### src/rtl/lift_pkg.sv
// Shared types and helpers for the lift motion controller.
package lift_pkg;

  // Widest floor vector the helpers accept; narrower vectors are zero-extended.
  localparam int MAX_FLOORS = 32;

  typedef logic [MAX_FLOORS-1:0] floor_vec_t;

  typedef enum logic [2:0] {
    ST_SYNC,
    ST_IDLE,
    ST_MOVE,
    ST_DOOR,
    ST_FAULT
  } lift_state_e;

  localparam logic DIR_UP = 1'b1;
  localparam logic DIR_DN = 1'b0;

  // Exactly one bit set.
  function automatic logic is_onehot(floor_vec_t v);
    return (v != '0) && ((v & (v - floor_vec_t'(1))) == '0);
  endfunction

  // Any pending bit strictly above the one-hot floor.
  function automatic logic any_above(floor_vec_t pend, floor_vec_t floor);
    return |(pend & ~((floor << 1) - floor_vec_t'(1)));
  endfunction

  // Any pending bit strictly below the one-hot floor.
  function automatic logic any_below(floor_vec_t pend, floor_vec_t floor);
    return |(pend & (floor - floor_vec_t'(1)));
  endfunction

endpackage

### src/rtl/lift_door_timer.sv
// Door dwell timer: a start pulse opens a window of DOOR_OPEN_REQ cycles,
// done is high in the last cycle of that window.
module lift_door_timer #(
  parameter int DOOR_OPEN_REQ = 100
) (
  input  logic clk,
  input  logic rst,
  input  logic start,
  output logic done
);
  localparam int CW = $clog2(DOOR_OPEN_REQ + 1);

  logic [CW-1:0] cnt;
  logic          running;

  // Count down from DOOR_OPEN_REQ-1 to zero after each start pulse.
  always_ff @(posedge clk or posedge rst) begin
    if (rst) begin
      running <= 1'b0;
      cnt     <= '0;
    end else if (start) begin
      running <= 1'b1;
      cnt     <= CW'(DOOR_OPEN_REQ - 1);
    end else if (running) begin
      if (cnt == '0) running <= 1'b0;
      else           cnt     <= cnt - 1'b1;
    end
  end

  assign done = running && (cnt == '0);

endmodule

### src/rtl/lift_motion_controller.sv
// SCAN-order lift controller: latches requests, drives motion/direction,
// stops on floor contact, times the door and flags sensor/travel faults.
module lift_motion_controller
  import lift_pkg::*;
#(
  parameter int N_FLOORS      = 12,
  parameter int DOOR_OPEN_REQ = 100,
  parameter int T_WATCHDOG    = 400
) (
  input  logic                clk,
  input  logic                rst,
  input  logic [N_FLOORS-1:0] req_floor,
  input  logic [N_FLOORS-1:0] floor_sense,
  output logic                motion,
  output logic                direction,
  output logic                door_open,
  output logic [N_FLOORS-1:0] current_floor,
  output logic [N_FLOORS-1:0] pending,
  output logic                fault
);
  localparam int WW = $clog2(T_WATCHDOG + 1);

  lift_state_e         state;
  logic [WW-1:0]       wdog;
  logic [N_FLOORS-1:0] pend_next;
  logic                sense_legal, sense_bad, arrival;
  logic                arr_door, arr_end, arr_ahead;
  logic                here_req, ahead_idle, behind_idle;
  logic                door_start, door_done;
  floor_vec_t          sense_w, cur_w, pend_w;

  // Sensor classification and SCAN direction decisions.
  always_comb begin
    sense_w     = floor_vec_t'(floor_sense);
    cur_w       = floor_vec_t'(current_floor);
    pend_w      = floor_vec_t'(pending);
    sense_legal = is_onehot(sense_w);
    sense_bad   = (floor_sense != '0) && !sense_legal;
    arrival     = sense_legal && (floor_sense != current_floor);
    arr_door    = |(pending & floor_sense);
    arr_end     = direction ? floor_sense[N_FLOORS-1] : floor_sense[0];
    arr_ahead   = direction ? any_above(pend_w, sense_w) : any_below(pend_w, sense_w);
    here_req    = |(pending & current_floor);
    ahead_idle  = direction ? any_above(pend_w, cur_w) : any_below(pend_w, cur_w);
    behind_idle = direction ? any_below(pend_w, cur_w) : any_above(pend_w, cur_w);
    // A request for the floor whose door is already open is dropped.
    pend_next   = pending | ((state == ST_DOOR) ? (req_floor & ~current_floor) : req_floor);
    door_start  = !sense_bad &&
                  (((state == ST_IDLE) && here_req) ||
                   ((state == ST_MOVE) && arrival && arr_door));
  end

  lift_door_timer #(.DOOR_OPEN_REQ(DOOR_OPEN_REQ)) u_door_timer (
    .clk   (clk),
    .rst   (rst),
    .start (door_start),
    .done  (door_done)
  );

  // Main controller FSM with registered outputs.
  always_ff @(posedge clk or posedge rst) begin
    if (rst) begin
      state         <= ST_SYNC;
      motion        <= 1'b0;
      direction     <= DIR_UP;
      door_open     <= 1'b0;
      current_floor <= N_FLOORS'(1);
      pending       <= '0;
      fault         <= 1'b0;
      wdog          <= '0;
    end else begin
      if (sense_legal) current_floor <= floor_sense;
      pending <= pend_next;
      if ((state != ST_FAULT) && sense_bad) begin
        state     <= ST_FAULT;
        motion    <= 1'b0;
        door_open <= 1'b0;
        fault     <= 1'b1;
      end else begin
        case (state)
          ST_SYNC: begin
            // Reset between floors: creep down to the nearest contact.
            if (floor_sense != '0) begin
              motion <= 1'b0;
              state  <= ST_IDLE;
            end else begin
              motion    <= 1'b1;
              direction <= DIR_DN;
            end
          end
          ST_IDLE: begin
            if (here_req) begin
              state     <= ST_DOOR;
              door_open <= 1'b1;
              pending   <= pend_next & ~current_floor;
            end else if (ahead_idle) begin
              motion <= 1'b1;
              state  <= ST_MOVE;
              wdog   <= '0;
            end else if (behind_idle) begin
              // Reverse while stationary; motion starts next cycle.
              direction <= ~direction;
            end
          end
          ST_MOVE: begin
            if (arrival) begin
              wdog <= '0;
              if (arr_door) begin
                motion    <= 1'b0;
                door_open <= 1'b1;
                state     <= ST_DOOR;
                pending   <= pend_next & ~floor_sense;
              end else if (arr_end || !arr_ahead) begin
                motion <= 1'b0;
                state  <= ST_IDLE;
              end
            end else if (wdog >= WW'(T_WATCHDOG - 1)) begin
              state  <= ST_FAULT;
              motion <= 1'b0;
              fault  <= 1'b1;
            end else begin
              wdog <= wdog + 1'b1;
            end
          end
          ST_DOOR: begin
            if (door_done) begin
              door_open <= 1'b0;
              state     <= ST_IDLE;
            end
          end
          default: begin
            motion    <= 1'b0;
            door_open <= 1'b0;
            fault     <= 1'b1;
          end
        endcase
      end
    end
  end

endmodule

### config.mk
export PLATFORM = sky130hd
export DESIGN_NAME = lift_motion_controller
export DESIGN_NICKNAME = d
export VERILOG_FILES = /design/src/rtl/lift_pkg.sv /design/src/rtl/lift_door_timer.sv /design/src/rtl/lift_motion_controller.sv
export SDC_FILE = /design/constraint.sdc
export NUM_CORES = 1
export LEC_CHECK = 0
export CAP_MARGIN = 30
export CORE_ASPECT_RATIO = 2
export CORE_MARGIN = 4
export CORE_UTILIZATION = 25
export DETAILED_ROUTE_END_ITERATION = 6
export PLACE_DENSITY_LB_ADDON = 0.12
export REMOVE_ABC_BUFFERS = 1
export SETUP_SLACK_MARGIN = 0.1
export SYNTH_ARGS = -nofsm -noshare
export SYNTH_HDL_FRONTEND = slang
export SYNTH_SLANG_ARGS = --single-unit
### constraint.sdc
create_clock -name clk -period 2.9 [get_ports clk]
set_clock_uncertainty 0.1 [all_clocks]
set_input_delay 0.725 -clock clk [delete_from_list [all_inputs] [get_ports clk]]
set_output_delay 0.725 -clock clk [all_outputs]
set_load 0.005 [all_outputs]
==> results of run 1 <==
[registers in the layout (all words and copies together), names as in the netlist]
signal                flops
u_door_timer.running      1
u_door_timer.cnt          7
state                     3
motion                    1
door_open                 1
pending                  12
fault                     1
direction                 1
current_floor            12
wdog                      9
[metal layers]
metal  track usage [%]  routed length [um]  vias to the layer above
met2              36.6                8980                      129
li1                  -                   -                     1846
met5                 0                   0                        -
met4              13.4                1230                        0
met1              19.2                5310                     1912
met3              2.13                 598                       52
[final timing paths]
check | startpoint | endpoint | slack (ns) | depth (start not counted)
worst max-delay path | floor_sense[0] | fault | -0.78 | 16
worst min-delay path | fault | fault | 0.38 | 1
worst max register to register | current_floor[1] | motion | -0.25 | 10
worst min register to register | fault | fault | 0.38 | 1
max in group asynchronous | rst | wdog[4] | 1.41 | 3
min in group asynchronous | rst | pending[6] | 0.73 | 2
[cells by family (layout without fill, tap and decap cells)]
| group | Yosys count | after routing | synth area share (%) |
|---|---|---|---|
| XOR/XNOR | 24 | 24 | 5.66 |
| AO/OA/AOI/OAI | 136 | 136 | 25.2 |
| AND/OR/NAND/NOR | 142 | 142 | 20.7 |
| buffers and inverters | 44 | 179 | 6.26 |
| adder cells (fa/ha/maj) | 16 | 16 | 5.39 |
| multiplexers | 15 | 15 | 4.41 |
| flip-flops | 48 | 48 | 32.4 |
[synth_stat cells (11+ instances only)]
master	number	share of area, %
o21ai_0	27	3.6
xor2_1	17	4.0
dfrtp_1	46	31
a22oi_1	11	2.2
or3_1	16	2.7
a21oi_1	34	4.6
inv_1	20	2.0
nand2_1	34	3.4
nor2_1	22	2.2
ha_1	16	5.4
clkbuf_1	11	1.1
[critical path, cell delays in order]
cell     delay [ns]
buf_6          0.11
inv_2          0.06
ha_4           0.12
or4b_4         0.47
or2_4          0.25
or3_1          0.32
ha_2           0.19
nor4_2         0.13
and3_4         0.24
and2_4         0.14
and2_4         0.17
buf_12         0.11
mux2i_4        0.22
a22oi_2        0.10
a21o_1         0.18
or2_1          0.22
[power by group through the flow]
stage / combinational, mW / clock (mW) / sequential, mW
floorplan: 0.177 / 0 / 0.749
global placement: 0.364 / 0 / 0.754
detailed placement: 0.366 / 0 / 0.754
CTS: 0.395 / 0.706 / 0.746
global route: 0.449 / 0.731 / 0.754
finish: 0.406 / 0.682 / 0.747
[what timing repair did]
item	CTS	global route
buffers inserted	10	10
gates resized for setup	103	40
pin swaps	27	24
endpoints found under the setup margin	48	48
cloned	3	0
[area by class of cell]
cell class	count	area (um^2)	area share (%)
clock inverters	3	42.5	0.747
flip-flops and latches	48	1200	21.1
well taps	192	240	4.22
inverters	20	77.6	1.36
repair buffers	151	1430	25.0
clock buffers	5	125	2.20
multi-input cells	333	2580	45.3
==> results by group, run 1 <==
Outcome
  • Run status: finished, violations left
  • Failing checks: setup timing

Timing
  • WHS: 0.377 ns
  • Slew margin rel.: 44.7%
  • Final setup viols: 48
  • RSZ-0062 raised after global routing: true
  • Setup tns final: -28.35 ns
  • Post-route worst setup slack: -0.779 ns
  • Final worst-path cycle share: 127%
  • Slew Limit Fails: 0
  • Worst slew pin tran: 0.830 ns
  • Final min period: 3.68 ns
  • Final hold violations: 0
  • Fmax: 272 MHz

Cells and area
  • Commonest non-fill, non-tap cells in the layout: buf_4 (78), clkdlybuf4s50_1 (48), dfrtp_1 (46)
  • Final instance area: 5700 um^2
  • Antenna cells: 0
  • Final Util: 39.3%
  • Synth-to-layout area growth: 53.3%
  • Fillers: 1515
  • Layout cell share with drive strength beyond 1: 33.8%
  • Non-filler cells, final: 752
  • Nets: 601
  • Commonest non-fill, non-tap cell in the layout: buf_4

Drt
  • Drt total wl: 16.1 mm
  • Residual DRC: 0
  • Wirelength per Cell: 21.4 um
  • Via Count: 3939
  • DR pass1 iterations: 5
  • Via density: 5.24
  • Drt first-iter violations: 136
  • Remaining antenna violation count: 0

CTS
  • Total CTS buffers: 5
  • Clock transition at path regs: 0.07 ns
  • CTS tree: done
  • Clk root buf: clkbuf_16
  • H-tree lvl count: 2
  • Clk buf depth: 2
  • Hold bufs inserted after CTS: 0
  • Later-pin clock latency in the skew report: 0.30 ns
  • TritonCTS Sinks: 48

Hold path
  • Worst min path class: register to register

Floorplan
  • Boundary Pins: 54
  • Die Span X: 94.2 um
  • Die area: 17000 um^2
  • Starting Density: 25.6%
  • Core Box Area: 14500 um^2
  • Rows: 62
  • DIE HEIGHT: 180 um

Synthesis
  • #FFs+latches synth: 48
  • Syn. warnings: 0
  • Mean Syn Cell Area: 8.74 um^2
  • Synth cell types: 70
  • Asr flop ratio synth: 100%
  • Ys flop type: dfrtp_1
  • Post-synth EDFFs: 0
  • Post-Syn Area: 3710 um^2
  • Sequential-to-total area share from yosys stat: 32.4%
  • Syn Inst Count: 425

Worst setup path
  • Worst path required time: 2.98 ns
  • Critical path endpoint category: register
  • WP data arrival: 3.76 ns
  • Launching element type of the critical path: primary input
  • CP Class: primary input to register
  • CP max FO: 4

Global routing
  • GRT Total Usage: 19.5%
  • Global-route wire length before repair: 24.9 mm
  • Grt ovf: 0
  • Largest net degree at the start of global routing: 29
  • Initial antenna violation count: 0
  • Vias in the first global route: 4307

Power
  • Max VDD drop: 0.179 mV
  • Clock share of power: 37.1%
  • Net Switching: 532 uW
  • Pint: 1.30 mW
  • Leakage power: 2.37 nW
  • Seq pwr share: 40.7%
  • Power Dens Cells: 322 nW/um^2
  • Gate power share: 22.1%
  • Switching share of power: 29.0%
  • Tot Pwr: 1.84 mW

Place
  • Placed Instances: 725
  • Post-DP Area: 4930 um^2
  • RD Place Congestion: 0.919
  • HPWL after detailed placement: 12.3 mm
  • Buffers on Ports: 53
  • DP Worst Slack: -1.67 ns

Run
  • Maxcap violations: 0
No activity file was read; power rests on OpenSTA's default activity.
==> inputs of run 2 (changes only) <==
ABC_AREA = 1   (was default)
==> run 2 against run 1 <==
  * The run still ends with setup timing left
  * Count of clock-buffer cells in the layout rose by 1
  * Sequential share of layout area fell by 0.66 points
  * Synthesized area rose by 9.1%
  * Core utilization fell by 2.2 points
  * Largest power group is now combinational cells
==> results by group, run 2 <==
CTS
  • Clk buf depth: 2 (unchanged)
  • Clock transition at path regs: 0.07 ns (about the same)
  • CTS tree: done
  • Clk root buf: clkbuf_16
  • Hold bufs inserted after CTS: 0 (unchanged)
  • H-tree lvl count: 2 (unchanged)
  • Total CTS buffers: 5 (unchanged)
  • Later-pin clock latency in the skew report: 0.30 ns (about the same)
  • TritonCTS Sinks: 48 (unchanged)

Floorplan
  • DIE HEIGHT: 188 um (+4.3%)
  • Die Span X: 98.0 um (+4.1%)
  • Core Box Area: 15900 um^2 (+9.3%)
  • Boundary Pins: 54 (unchanged)
  • Die area: 18400 um^2 (+8.5%)
  • Starting Density: 25.6% (-0.054 points)
  • Rows: 65 (+4.8%)

Worst setup path
  • Launching element type of the critical path: primary input
  • CP Class: primary input to register
  • CP max FO: 4 (unchanged)
  • Critical path endpoint category: register
  • Worst path required time: 2.99 ns (about the same)
  • WP data arrival: 2.99 ns (-0.77 ns)

Drt
  • Remaining antenna violation count: 0 (unchanged)
  • Residual DRC: 0 (unchanged)
  • Wirelength per Cell: 17.6 um (-18%)
  • Drt total wl: 16.7 mm (+3.8%)
  • Drt first-iter violations: 162 (+19%)
  • Via Count: 4594 (+17%)
  • Via density: 4.84 (-7.6%)
  • DR pass1 iterations: 4 (-1)

Global routing
  • Most Used Layer, Global Route: met2
  • M3 GR Usage: 2.16% (+0.028 points)
  • GRT Total Usage: 17.9% (-1.7 points)
  • Grt ovf: 0 (unchanged)
  • Vias in the first global route: 4801 (+11%)
  • Initial antenna violation count: 0 (unchanged)
  • M2 GR Usage: 36.5% (-0.12 points)
  • Largest net degree at the start of global routing: 34 (+17%)
  • Global-route wire length before repair: 25.4 mm (+1.9%)
  • Routing usage on met1: 15.6% (-3.5 points)

Place
  • Placed Instances: 919 (+27%)
  • HPWL after detailed placement: 13.0 mm (+5.9%)
  • Post-DP Area: 5240 um^2 (+6.3%)
  • RD Place Congestion: 0.932 (+1.4%)
  • Buffers on Ports: 53 (unchanged)

Cells and area
  • Commonest non-fill, non-tap cells in the layout: nand2_1 (155), inv_1 (73), buf_4 (66)
  • Regs by FF count: current_floor: 12 flops, pending: 12 flops, wdog: 9 flops
  • Layout cell share with drive strength beyond 1: 28.1% (-5.7 points)
  • Non-filler cells, final: 949 (+26%)
  • Commonest non-fill, non-tap cell in the layout: nand2_1
  • Final instance area: 5880 um^2 (+3.2%)
  • Nets: 790 (+31%)
  • Antenna cells: 0 (unchanged)
  • Synth-to-layout area growth: 45.0%

Power
  • Leakage power: 2.74 nW (+16%)
  • Power Dens Cells: 579 nW/um^2 (+80%)
  • Tot Pwr: 3.41 mW (+86%)
  • Max VDD drop: 0.297 mV (+66%)

Synthesis
  • Synth area leaders: dfrtp_1 (28%), nand2_1 (15%), inv_1 (7.6%)
  • Mean Syn Cell Area: 6.59 um^2 (-25%)
  • Synth area leader: dfrtp_1
  • Post-synth EDFFs: 0 (unchanged)
  • Syn. warnings: 0 (unchanged)
  • Top cell type's share of synthesized area: 28.4% (-2.6 points)
  • Post-Syn Area: 4050 um^2 (+9.1%)
  • Commonest cells in the netlist: nand2_1 (167), inv_1 (82), nor2_1 (67)
  • #FFs+latches synth: 48 (unchanged)
  • Most common cell in the netlist: nand2_1
  • Syn Inst Count: 615 (+45%)
  • Ys flop type: dfrtp_1
  • Synth cell types: 41 (-41%)
  • Asr flop ratio synth: 100% (unchanged)
  • Sequential-to-total area share from yosys stat: 29.7% (-2.7 points)

Run
  • Maxcap violations: 0 (unchanged)

Timing
  • Slew margin rel.: 45.1% (+0.48 points)
  • Final setup viols: 2 (-96%)
  • Worst slew pin tran: 0.820 ns (-0.0102 ns)
  • Fmax: 344 MHz (+27%)
  • Post-route worst setup slack: -0.00296 ns (+0.776 ns)
  • Slew Limit Fails: 0 (unchanged)
  • WHS: 0.377 ns (+0.000791 ns)
  • Final worst-path cycle share: 100% (-27 points)
  • RSZ-0062 raised after global routing: true
  • Final min period: 2.90 ns (-0.776 ns)
  • Final hold violations: 0 (unchanged)

Outcome
  • Run status: finished, violations left
  • Failing checks: setup timing

Hold path
  • Worst min path class: register to register
[run 2: cell count changes after synthesis, sizes merged, moves of 17 or more]
cell | before | now
nand3 | 9 | 44
nor2 | 22 | 75
or3 | 17 | 0
inv | 20 | 94
o21ai | 29 | 51
nand2 | 35 | 185
[run 2: final cells by class]
class,count,area [um^2]
clock buffer,6,129
clock inverter,1,5.00
fill,1742,9980
inverter,95,377
multi-input combinational,464,2680
sequential,48,1200
tap,201,251
timing repair buffer,133,1220
timing repair inverter,1,7.51
[run 2: cells by family (layout without fill, tap and decap cells)]
family          Yosys count  count (layout)  share of synthesized area (%)
simple gates            329             330                           37.0
buf+inv                 104             236                           10.3
compound gates          107             107                           15.7
fa+ha+maj                16              16                           4.94
xor+xnor                 11              11                           2.38
flops                    48              48                           29.7
[run 2: through the flow]
| step | setup WS, ns | util (%) | setup TNS, ns |
|---|---|---|---|
| finish | -0.00296 | 37.1 | -0.00562 |
| global route | -0.161 | 37.1 | -3.48 |
| CTS | -0.104 | 36.0 | -1.31 |
| detailed placement | -0.966 | 33.1 | -38.79 |
| global placement | -0.882 | 33.1 | -35.61 |
| floorplan | -0.478 | - | -13.17 |
[run 2: what timing repair did]
item / 4_1_cts / 5_1_grt
pin swaps: 25 / 31
setup buffers: 12 / 9
gates resized for setup: 95 / 32
setup endpoints to repair: 48 / 46
gates cloned: 2 / 1
[run 2: layer usage]
layer | vias up | wire length, um
met4 | 0 | 1090
li1 | 2254 | -
met3 | 55 | 444
met2 | 102 | 9690
met1 | 2183 | 5500
met5 | - | 0
[run 2: worst paths after layout]
kind / from / to / slack, ns / depth (start not counted)
min: fault / fault / 0.38 / 1
max reg2reg: current_floor[0] / wdog[6] / 0.21 / 18
max: floor_sense[0] / pending[2] / -0.003 / 21
min reg2reg: fault / fault / 0.38 / 1
max in group asynchronous: rst / direction / 1.45 / 3
min in group asynchronous: rst / pending[11] / 0.64 / 2
[run 2: where the power goes]
group	switching (mW)	internal (mW)
Combinational	0.921	0.727
Clock	0.276	0.315
Sequential	0.283	0.884
Total	1.48	1.93
[run 2: worst max-delay path: stages]
cell	delay, ns
buf_8	0.10
inv_4	0.05
ha_4	0.14
inv_4	0.04
nor3_4	0.19
inv_2	0.09
nor2_4	0.09
nand2_1	0.06
ha_2	0.17
nor2_1	0.08
nand2_1	0.07
nor2_2	0.09
nand3_2	0.12
nand2_2	0.13
inv_4	0.05
o21ai_4	0.06
nand2_4	0.09
nor2_4	0.17
clkinvlp_4	0.24
a21oi_2	0.16
a21oi_1	0.07
